--- src/rtl/datapath_mon_pkg.sv ---
// datapath_mon_pkg
//   Shared types and sizing helpers for the datapath run monitor.
//   - mon_state_e : monitor state, IDLE=0 RUN=1 HALTED=2 TIMEOUT=3
//   - LOG_IDX_W / LOG_CNT_W : log index / count widths for the default depth
//   - log_idx_w() / log_cnt_w() : the same widths for any power-of-two depth
package datapath_mon_pkg;

   typedef enum logic [1:0] {
      ST_IDLE    = 2'd0,
      ST_RUN     = 2'd1,
      ST_HALTED  = 2'd2,
      ST_TIMEOUT = 2'd3
   } mon_state_e;

   localparam int unsigned DEF_DEPTH = 8;
   localparam int unsigned LOG_IDX_W = $clog2(DEF_DEPTH);
   localparam int unsigned LOG_CNT_W = LOG_IDX_W + 1;

   function automatic int unsigned log_idx_w(input int unsigned depth);
      return $clog2(depth);
   endfunction

   // One extra bit so a full log (count == depth) is representable.
   function automatic int unsigned log_cnt_w(input int unsigned depth);
      return $clog2(depth) + 1;
   endfunction

endpackage

--- src/rtl/mon_log_buffer.sv ---
// mon_log_buffer
//   Circular log of the most recent distinct write-back values.
//   Ports:
//     clk, rst       : clock, synchronous active-high reset
//     clr_i          : restart the log (count and pointer to zero)
//     wr_req_i       : sample wd_i this cycle (monitor is running)
//     wd_i           : write-back value to log
//     rd_idx_i       : read index, 0 = newest entry
//     rd_data_o      : selected entry, 0 when rd_idx_i >= log_count_o
//     log_count_o    : number of valid entries, saturates at DEPTH
module mon_log_buffer
   import datapath_mon_pkg::*;
#(
   parameter int unsigned DATA_W = 32,
   parameter int unsigned DEPTH  = DEF_DEPTH
) (
   input  logic                           clk,
   input  logic                           rst,
   input  logic                           clr_i,
   input  logic                           wr_req_i,
   input  logic [DATA_W-1:0]              wd_i,
   input  logic [log_idx_w(DEPTH)-1:0]    rd_idx_i,
   output logic [DATA_W-1:0]              rd_data_o,
   output logic [log_cnt_w(DEPTH)-1:0]    log_count_o
);

   localparam int unsigned IDX_W  = log_idx_w(DEPTH);
   localparam int unsigned LCNT_W = log_cnt_w(DEPTH);

   logic [DATA_W-1:0] mem_q [DEPTH];
   logic [IDX_W-1:0]  wr_ptr_q, wr_ptr_d;
   logic [LCNT_W-1:0] cnt_q, cnt_d;
   logic [IDX_W-1:0]  newest_ptr;
   logic [IDX_W-1:0]  rd_ptr;
   logic              wr_en;

   // Pointer arithmetic wraps naturally because DEPTH is a power of two.
   assign newest_ptr = wr_ptr_q - IDX_W'(1);
   assign rd_ptr     = newest_ptr - rd_idx_i;

   // Duplicate filter: only log a value that differs from the newest entry.
   assign wr_en = wr_req_i && !clr_i && !rst &&
                  ((cnt_q == '0) || (wd_i != mem_q[newest_ptr]));

   always_comb begin
      wr_ptr_d = wr_ptr_q;
      cnt_d    = cnt_q;
      if (clr_i) begin
         wr_ptr_d = '0;
         cnt_d    = '0;
      end else if (wr_en) begin
         wr_ptr_d = wr_ptr_q + IDX_W'(1);
         if (cnt_q != LCNT_W'(DEPTH))
            cnt_d = cnt_q + LCNT_W'(1);
      end
   end

   always_ff @(posedge clk) begin
      if (rst) begin
         wr_ptr_q <= '0;
         cnt_q    <= '0;
      end else begin
         wr_ptr_q <= wr_ptr_d;
         cnt_q    <= cnt_d;
      end
   end

   // Storage needs no reset: entries beyond cnt_q are masked on read.
   always_ff @(posedge clk) begin
      if (wr_en)
         mem_q[wr_ptr_q] <= wd_i;
   end

   assign rd_data_o   = ({1'b0, rd_idx_i} < cnt_q) ? mem_q[rd_ptr] : '0;
   assign log_count_o = cnt_q;

endmodule

--- src/rtl/datapath_run_monitor.sv ---
// datapath_run_monitor
//   Watches a datapath's PC and write-back bus, declares completion on a PC
//   spin (HALT_CYCLES identical samples) or on a cycle-budget timeout, and
//   reports pass when the halting write-back equals the expected result.
//   Ports:
//     clk, rst        : clock, synchronous active-high reset
//     start           : arm / re-arm pulse, accepted in any state
//     pc_in, wd_in    : datapath ProgramCounter / WriteData
//     expected        : expected final write-back value
//     rd_idx, rd_data : newest-first log readout (combinational)
//     log_count       : valid log entries
//     cycle_count     : RUN cycles elapsed
//     state           : IDLE=0 RUN=1 HALTED=2 TIMEOUT=3
//     done/pass/timeout : verdict flags
module datapath_run_monitor
   import datapath_mon_pkg::*;
#(
   parameter int unsigned DATA_W      = 32,
   parameter int unsigned PC_W        = 32,
   parameter int unsigned DEPTH       = DEF_DEPTH,
   parameter int unsigned HALT_CYCLES = 4,
   parameter int unsigned MAX_CYCLES  = 4096,
   parameter int unsigned CNT_W       = 16
) (
   input  logic                        clk,
   input  logic                        rst,
   input  logic                        start,
   input  logic [PC_W-1:0]             pc_in,
   input  logic [DATA_W-1:0]           wd_in,
   input  logic [DATA_W-1:0]           expected,
   input  logic [log_idx_w(DEPTH)-1:0] rd_idx,
   output logic [DATA_W-1:0]           rd_data,
   output logic [log_cnt_w(DEPTH)-1:0] log_count,
   output logic [CNT_W-1:0]            cycle_count,
   output logic [1:0]                  state,
   output logic                        done,
   output logic                        pass,
   output logic                        timeout
);

   localparam int unsigned STAB_W = $clog2(HALT_CYCLES) + 1;

   mon_state_e        state_q, state_d;
   logic [CNT_W-1:0]  cyc_q, cyc_d;
   logic [PC_W-1:0]   prev_pc_q, prev_pc_d;
   logic [STAB_W-1:0] stab_q, stab_d;
   logic              first_q, first_d;
   logic              pass_q, pass_d;

   // State register
   always_ff @(posedge clk) begin
      if (rst) begin
         state_q   <= ST_IDLE;
         cyc_q     <= '0;
         prev_pc_q <= '0;
         stab_q    <= '0;
         first_q   <= 1'b0;
         pass_q    <= 1'b0;
      end else begin
         state_q   <= state_d;
         cyc_q     <= cyc_d;
         prev_pc_q <= prev_pc_d;
         stab_q    <= stab_d;
         first_q   <= first_d;
         pass_q    <= pass_d;
      end
   end

   // Next state: start overrides everything; RUN advances counters and
   // decides halt/timeout on the sample being taken this edge.
   always_comb begin
      state_d   = state_q;
      cyc_d     = cyc_q;
      prev_pc_d = prev_pc_q;
      stab_d    = stab_q;
      first_d   = first_q;
      pass_d    = pass_q;
      if (start) begin
         state_d = ST_RUN;
         cyc_d   = '0;
         stab_d  = '0;
         first_d = 1'b1;
         pass_d  = 1'b0;
      end else if (state_q == ST_RUN) begin
         cyc_d     = cyc_q + CNT_W'(1);
         prev_pc_d = pc_in;
         first_d   = 1'b0;
         // prev_pc is stale on the first sample of a run, so never compare it.
         if (first_q || (pc_in != prev_pc_q))
            stab_d = '0;
         else
            stab_d = stab_q + STAB_W'(1);
         // Halt is tested first so it wins a same-sample timeout.
         if (stab_d == STAB_W'(HALT_CYCLES - 1)) begin
            state_d = ST_HALTED;
            pass_d  = (wd_in == expected);
         end else if (cyc_d == CNT_W'(MAX_CYCLES)) begin
            state_d = ST_TIMEOUT;
         end
      end
   end

   // Outputs: plain decodes of registered state
   always_comb begin
      state       = state_q;
      cycle_count = cyc_q;
      pass        = pass_q;
      done        = (state_q == ST_HALTED) || (state_q == ST_TIMEOUT);
      timeout     = (state_q == ST_TIMEOUT);
   end

   mon_log_buffer #(
      .DATA_W (DATA_W),
      .DEPTH  (DEPTH)
   ) u_log (
      .clk         (clk),
      .rst         (rst),
      .clr_i       (start),
      .wr_req_i    (state_q == ST_RUN),
      .wd_i        (wd_in),
      .rd_idx_i    (rd_idx),
      .rd_data_o   (rd_data),
      .log_count_o (log_count)
   );

endmodule

--- config.mk ---
export PLATFORM = sky130hd
export DESIGN_NAME = datapath_run_monitor
export DESIGN_NICKNAME = d
export VERILOG_FILES = /design/src/rtl/datapath_mon_pkg.sv /design/src/rtl/mon_log_buffer.sv /design/src/rtl/datapath_run_monitor.sv
export SDC_FILE = /design/constraint.sdc
export NUM_CORES = 1
export LEC_CHECK = 0
export CAP_MARGIN = 40
export CORE_MARGIN = 2
export CORE_UTILIZATION = 45
export CTS_CLUSTER_DIAMETER = 80
export CTS_CLUSTER_SIZE = 8
export DETAILED_ROUTE_END_ITERATION = 10
export GPL_TIMING_DRIVEN = 0
export PLACE_DENSITY = 0.76
export SYNTH_ARGS = -nofsm -noshare
export SYNTH_HDL_FRONTEND = slang
export SYNTH_SLANG_ARGS = --single-unit
export TNS_END_PERCENT = 20
--- constraint.sdc ---
create_clock -name clk -period 6.9 [get_ports clk]
set_input_delay 0.69 -clock clk [delete_from_list [all_inputs] [get_ports clk]]
set_output_delay 0.69 -clock clk [all_outputs]
set_load 0.02 [all_outputs]
==> results of run 1 <==
critical path, delay by kind of cell, from the launching register on:
family,cells,cell delay [ps]
DFF,1,420
xor gates and xnor gates,2,840
and+or+nand+nor,1,110
adders and majority gates,1,370
buffers and inverters,7,3400
AOI/OAI and AO/OA,1,260
registers in the layout (all words and copies together), names as in the netlist:
| name | cells |
|---|---|
| u_log.log_count_o | 4 |
| first_q | 1 |
| u_log.wr_ptr_q | 3 |
| state | 2 |
| stab_q | 3 |
| prev_pc_q | 32 |
| cycle_count | 16 |
| pass | 1 |
| u_log.mem_q | 256 |
cell usage in the layout, fill, tap and decap left out, types with 6 or more instances in the layout:
master,synthesis,layout
mux2i_1,25,25
clkbuf_1,40,47
clkdlybuf4s50_1,0,157
clkbuf_16,0,45
dfxtp_1,62,62
buf_6,3,18
buf_8,1,6
o21ai_0,9,9
inv_1,11,11
xnor2_1,60,60
ha_1,10,10
nor2_1,44,42
nand4_1,19,19
mux4_2,125,125
xor2_1,72,72
nand2_1,158,158
buf_4,2,20
edfxtp_1,256,256
buf_1,8,7
a21oi_1,82,82
buf_2,8,9
nand3_1,22,22
nor4_1,17,15
per-layer routing:
| layer | share of wire [%] | vias to the layer above | wire length (um) |
|---|---|---|---|
| met5 | 0 | - | 0 |
| met2 | 47 | 748 | 21900 |
| li1 | - | 4723 | - |
| met3 | 12 | 159 | 5390 |
| met4 | 5.2 | 0 | 2430 |
| met1 | 36 | 5511 | 17100 |
cell families (layout without fill, tap and decap cells):
logic type | Yosys count | count (layout) | synth area share [%]
other | 0 | 1 | 0
adder cells (fa/ha/maj) | 11 | 11 | 0.924
XOR/XNOR | 133 | 133 | 7.54
AO/OA/AOI/OAI | 116 | 116 | 4.25
buffers and inverters | 76 | 333 | 2.25
flip-flops | 318 | 318 | 56.9
AND/OR/NAND/NOR | 299 | 299 | 8.59
multiplexers | 151 | 151 | 19.6
worst max-delay path by stage:
stage / to / slack, ps / cells past startpoint
2_1_floorplan: u_log.mem_q[0][0] / -20 / 15
3_3_place_gp: u_log.mem_q[2][1] / -5150 / 15
3_5_place_dp: u_log.mem_q[0][1] / 130 / 18
4_1_cts: rd_data[21] / 80 / 12
5_1_grt: u_log.mem_q[2][4] / 40 / 18
6_report: rd_data[21] / 220 / 12
through the flow:
stage          power, uW  setup WS, ps  cell area, sq um  hold slack (ps)
6_report            4740           223             19600              464
5_1_grt             4860          36.9             19600              483
3_3_place_gp        2760         -5150             17800              449
3_5_place_dp        2780           128             18300              458
2_1_floorplan       2490         -19.8             15700              440
4_1_cts             4740          80.5             19500              466
report_power, final:
part / leakage, uW / switching, uW / internal (uW) / total [uW]
logic: 0.00313 / 376 / 290 / 666
registers: 0.00281 / 9.77 / 2090 / 2100
clock network: 0.000594 / 799 / 1170 / 1970
total: 0.00653 / 1190 / 3550 / 4740
final cells by class:
type | count | area, sq um | share of cell area, %
clock inverters | 4 | 62.6 | 0.320
repair buffers | 199 | 2000 | 10.2
well taps | 455 | 569 | 2.91
flip-flops and latches | 318 | 8930 | 45.6
diodes | 1 | 2.50 | 0.0128
inverters | 12 | 45.0 | 0.230
multi-input cells | 710 | 6480 | 33.1
clock buffers | 55 | 1160 | 5.95
plain buffers | 63 | 315 | 1.61
==> impl_results.md, run 1 <==
* Crit-path max cell delay at about 660 ps
* CTS tree: built
* Critical path class: reg2out
* Initial core utilization at 45.6%
* Worst hold stages at 2
* Drt total wl at ~47 mm
* Worst-case clock skew at 43.8 ps
* Cts-stage hold buffer count at 0
* PD cells at 242 nW/um^2
* Endpoint type of the worst setup path: primary output
* Area share of the largest cell type after synthesis at between 40 and 50%
* Min Tclk post-route at 6680 ps
* Routing usage on met2 at a little over 40%
* Post-CTS setup repair buffer count at 0
* Overflow after GRT at 0
* Endpoint, Worst Hold: prev_pc_q[24]
* Worst r2r dst: u_log.mem_q[2][0]
* Mean Syn Cell Area at 14.2 sq um
* CTS resizes at 3
* Placed cell count at 1,756
* Asr flop ratio synth at 0%
* Sequential cell area fraction in the yosys report at a little under three fifths
* Final Hold Viols at 0
* I/O pin total at 159
* Clk slew on worst S/H paths at 50 ps
* Worst Hold Launch: prev_pc_q[24]
* Max cap viols at 0
* DR vias at around 11,000
* First-pass DRT Iterations at 5
* Yosys top cell by area: edfxtp_1
* Max rail drop VDD at about 0.00015 V
* RSZ-0062 raised after global routing: no
* First-pass GRT wire length at 69.7 mm
* Slew Limit Fails at 0
* H-Tree Depth at 2
* Vias/cell at 6.13
* Port Buffers at between 150 and 200
* Gr busiest metal: met2
* Syn Inst Count at 1,104
* Synth unique cells at 59
* Synth Warn # at 0
* Hold Crit Class: reg2reg
* Initial antenna violation count at 0
* Crit path DAT at 5990 ps
* Most common cell in the synthesized netlist: edfxtp_1
* Wire per inst at 25.7 um
* GR Layer Usage met3 at 7.45%
* Total core area at 34,500 sq um
* Worst Path Max Fanout at 10
* GR Layer Usage met1 at 33.3%
* CP startpoint kind: flip-flop
* Synthesized Nets at 1,217
* Crit path required time at 6210 ps
* HPWL after DPL at 33.1 mm
* Die Span X at 191 um
* Top FF cell, synth: edfxtp_1
* Die ar. at between 30,000 and 40,000 sq um
* Worst-Skew Late Latency at around 570 ps
* Final ANT Viol Nets at 0
* EDFF count, synth at roughly 260
* CP max-delay cell: clkdlybuf4s50_1
* R2r worst-path depth at 18
* R2R setup slack at about 270 ps
* Max clock buf depth at 3
* Number of synthesized register bits at 318
* Largest net degree at the start of global routing at 23
* Fmax at 150 MHz
* Worst R2R Start: u_log.wr_ptr_q[0]
* Finish-stage setup viols at 0
* Fin util at 56.8%
* Worst Tran Pin Value at 1010 ps
* # fillers at 2,631
* Clock net sink count at 318
* Slew margin rel. at 33.0%
* Root Buffer: clkbuf_16
* Post-route insts no fill at 1,817
* Vias in the first global route at 11,400
* GPL Wtd Cong at 0.886
* Initial drt markers at 1,495
* TritonCTS buffer count at 45
* Post-synthesis cell area at 15,700 sq um
* DR DRC count at 0
* Status: finished clean
* Dominant cells by area after synthesis: edfxtp_1, mux4_2, dfxtp_1, xor2_1, nand2_1
* Commonest cells in the netlist: edfxtp_1, nand2_1, mux4_2
* Die Span Y at approximately 190 um
* Layout Nets at 1,462
* P&R area growth vs syn at 24.6%
* Final Cycle Share at 96.8%
* Num rows at 68
* TNS Setup at 0 ps
* CP Cell Sequence: buf_2 > buf_2 > inv_2 > ha_1 > xnor2_1 > clkbuf_2 > xnor2_1 > clkbuf_1 > clkbuf_2 > nand2_1 > a21oi_1 > clkdlybuf4s50_1
* Total Routing Usage GR at 26.1%
* Leak pwr at 0.00653 uW
* Crit path launch: u_log.wr_ptr_q[0]
* Share of cells above drive strength 1 at 18.7%
Note: power is estimated with default switching activity, not from simulation.
==> inputs of run 2 (changes only) <==
--- a/config.mk
+++ b/config.mk
@@ -12,7 +12,7 @@
 export CTS_CLUSTER_SIZE = 8
 export DETAILED_ROUTE_END_ITERATION = 10
 export GPL_TIMING_DRIVEN = 0
-export PLACE_DENSITY = 0.76
+export PLACE_DENSITY = 0.74
 export SYNTH_ARGS = -nofsm -noshare
 export SYNTH_HDL_FRONTEND = slang
 export SYNTH_SLANG_ARGS = --single-unit
==> constraint.sdc (replaced) <==
create_clock -name clk -period 7.31 [get_ports clk]
set_input_delay 0.731 -clock clk [delete_from_list [all_inputs] [get_ports clk]]
set_output_delay 0.731 -clock clk [all_outputs]
set_load 0.02 [all_outputs]
==> run 2 against run 1 <==
Effect of this change: sequential cell count is the same; sequential share of layout area is essentially flat; worst hold slack is essentially flat; cell area is essentially flat; power shrank 5.6%; first-iteration DRC count shrank 22%; cell count grew 0.28%; wire length shrank 1.2%; register-to-register slack gained 320 ps; clock power shrank 5%; sequential power shrank 6%; critical path type unchanged; largest cell class unchanged.
==> impl_results.md, run 2 (synthesis gave the netlist of run 1 again) <==
* Worst-case clock skew at 27.9 ps (-15.9 ps)
* Worst Path Max Fanout at 10 (unchanged)
* DR vias at 11,100 (-0.68%)
* Die ar. at 36,400 sq um (unchanged)
* First-pass DRT Iterations at 5 (unchanged)
* R2R setup slack at 590 ps (+320 ps)
* Total Routing Usage GR at 25.6% (-0.54 points)
* Final hold slack at 465 ps (+0.344 ps)
* Wire per inst at 25.4 um (-1.5%)
* Die Span Y at 191 um (unchanged)
* Max rail drop VDD at 0.000184 V (+21%)
* Overflow after GRT at 0 (unchanged)
* Crit path required time at 6580 ps (+370 ps)
* Vias/cell at 6.07 (-0.95%)
* Crit path DAT at 6330 ps (+340 ps)
* Drt total wl at 46.2 mm (-1.2%)
* CP top delay family: buffers and inverters
* CP Cell Sequence: buf_2 > buf_2 > inv_2 > ha_1 > xnor2_1 > clkbuf_2 > xnor2_1 > clkbuf_1 > clkdlybuf4s15_1 > nand2_1 > a21oi_1 > clkdlybuf4s50_1
* I/O pin total at 159 (unchanged)
* Slew Limit Fails at 0 (unchanged)
* Post-CTS setup repair buffer count at 0 (unchanged)
* Final ANT Viol Nets at 0 (unchanged)
* Hold Crit Class: reg2reg
* CP startpoint kind: flip-flop
* Max clock buf depth at 3 (unchanged)
* First-pass GRT wire length at 68.1 mm (-2.3%)
* Initial drt markers at 1,170 (-22%)
* Final Hold Viols at 0 (unchanged)
* H-Tree Depth at 2 (unchanged)
* Clk slew on worst S/H paths at 50 ps (about the same)
* PD cells at 229 nW/um^2 (-5.6%)
* Initial antenna violation count at 2 (+2)
* Fin util at 56.8% (about the same)
* RSZ-0062 raised after global routing: no
* DP Area at 18,300 sq um (about the same)
* Top reg by flops: u_log.mem_q
* DR DRC count at 0 (unchanged)
* CTS tree: built
* GPL Wtd Cong at 0.869 (-1.9%)
* Initial core utilization at 45.6% (unchanged)
* Status: finished clean
* Max cap viols at 0 (unchanged)
* WP depth at 12 (unchanged)
* Max reg flops at 256 (unchanged)
* HPWL after DPL at 33.3 mm (+0.39%)
* Clock net sink count at 318 (unchanged)
* Fmax at 142 MHz
* Port Buffers at 157 (unchanged)
* Layout Nets at 1,464 (+0.14%)
* R2r worst-path depth at 17 (-1)
* TritonCTS buffer count at 46 (+2.2%)
* Worst hold stages at 2 (unchanged)
* Slew margin rel. at 35.0% (+2.1 points)
* Design Area, Final at 19,600 sq um (about the same)
* Total core area at 34,500 sq um (unchanged)
* Commonest non-fill, non-tap cell in the layout: edfxtp_1
* Finish-stage setup viols at 0 (unchanged)
* Share of cells above drive strength 1 at 18.7% (+0.032 points)
* P&R area growth vs syn at 24.6% (about the same)
* CP max-delay cell: clkdlybuf4s15_1
* # fillers at 2,687 (+2.1%)
* Commonest cells after routing, fill and taps aside: edfxtp_1, nand2_1, clkdlybuf4s50_1
* Vias in the first global route at 11,100 (-2.5%)
* Final Cycle Share at slightly below 100%
* Worst-Skew Late Latency at 550 ps (-20 ps)
* Num rows at 68 (unchanged)
* Endpoint type of the worst setup path: primary output
* Root Buffer: clkbuf_16
* Min Tclk post-route at between 7000 and 8000 ps
* WP buf/inv at 7 (unchanged)
* Critical path class: reg2out
* Die Span X at 191 um (unchanged)
* TNS Setup at 0 ps (unchanged)
* Worst Tran Pin Value at 966 ps (-38.9 ps)
* Crit-path max cell delay at 800 ps (+140 ps)
* Leak pwr at 0.00653 uW (+0.12%)
* Largest net degree at the start of global routing at 21 (-8.7%)
[run 2: cell count changes in the layout (fill, tap and decap cells not counted), sizes merged]
cell | before | now
buf | 63 | 64
inv | 14 | 13
clkinv | 2 | 3
clkbuf | 96 | 98
diode | 1 | 3
[run 2: final timing paths]
path / start / to
hold / removal: prev_pc_q[25] / prev_pc_q[25]
setup / recovery: u_log.wr_ptr_q[0] / rd_data[23]
setup reg to reg: u_log.wr_ptr_q[0] / u_log.mem_q[0][24]
hold reg to reg: prev_pc_q[25] / prev_pc_q[25]
[run 2: metal layers]
metal	GRT usage [%]	vias to the layer above	routed length, um
li1	-	4722	-
met1	33.4	5534	17200
met2	40.4	689	21800
met3	6.16	120	5020
met4	11.7	0	2130
met5	0	-	0
[run 2: stage by stage]
stage	instances	setup WS, ps	total power, uW
2_1_floorplan	1104	390	2350
3_3_place_gp	1716	-4770	2600
3_5_place_dp	1757	724	2630
4_1_cts	1818	156	4490
5_1_grt	1820	2.85	4600
6_report	1822	245	4470
[run 2: timing repair]
| item | CTS | global route |
|---|---|---|
| hold endpoints to repair | 0 | 0 |
| resized for setup | 0 | 5 |
| hold buffers | 0 | 0 |
| endpoints found under the setup margin | 0 | 10 |
[run 2: power breakdown]
group          switching, uW  leakage [uW]  internal, uW  total, uW
registers               9.57       0.00281          1970       1980
clock network            741      0.000605          1130       1870
logic                    348       0.00312           273        621
total                   1100       0.00653          3380       4470
[run 2: tightest hold or removal path: stages, from the launching register on]
cell and delay, ps:
dfxtp_1 310, nand2_1 50, a21oi_1 50
[run 2: layout make-up]
class	instances	area, sq um	area share, %
Sequential cell	318	8930	45.6
Multi-Input combinational cell	710	6470	33.1
Timing Repair Buffer	199	1980	10.1
Clock buffer	57	1190	6.10
Tap cell	455	569	2.91
Buffer	64	318	1.62
Clock inverter	4	50.0	0.256
Inverter	12	45.0	0.230
Antenna cell	3	7.51	0.0384
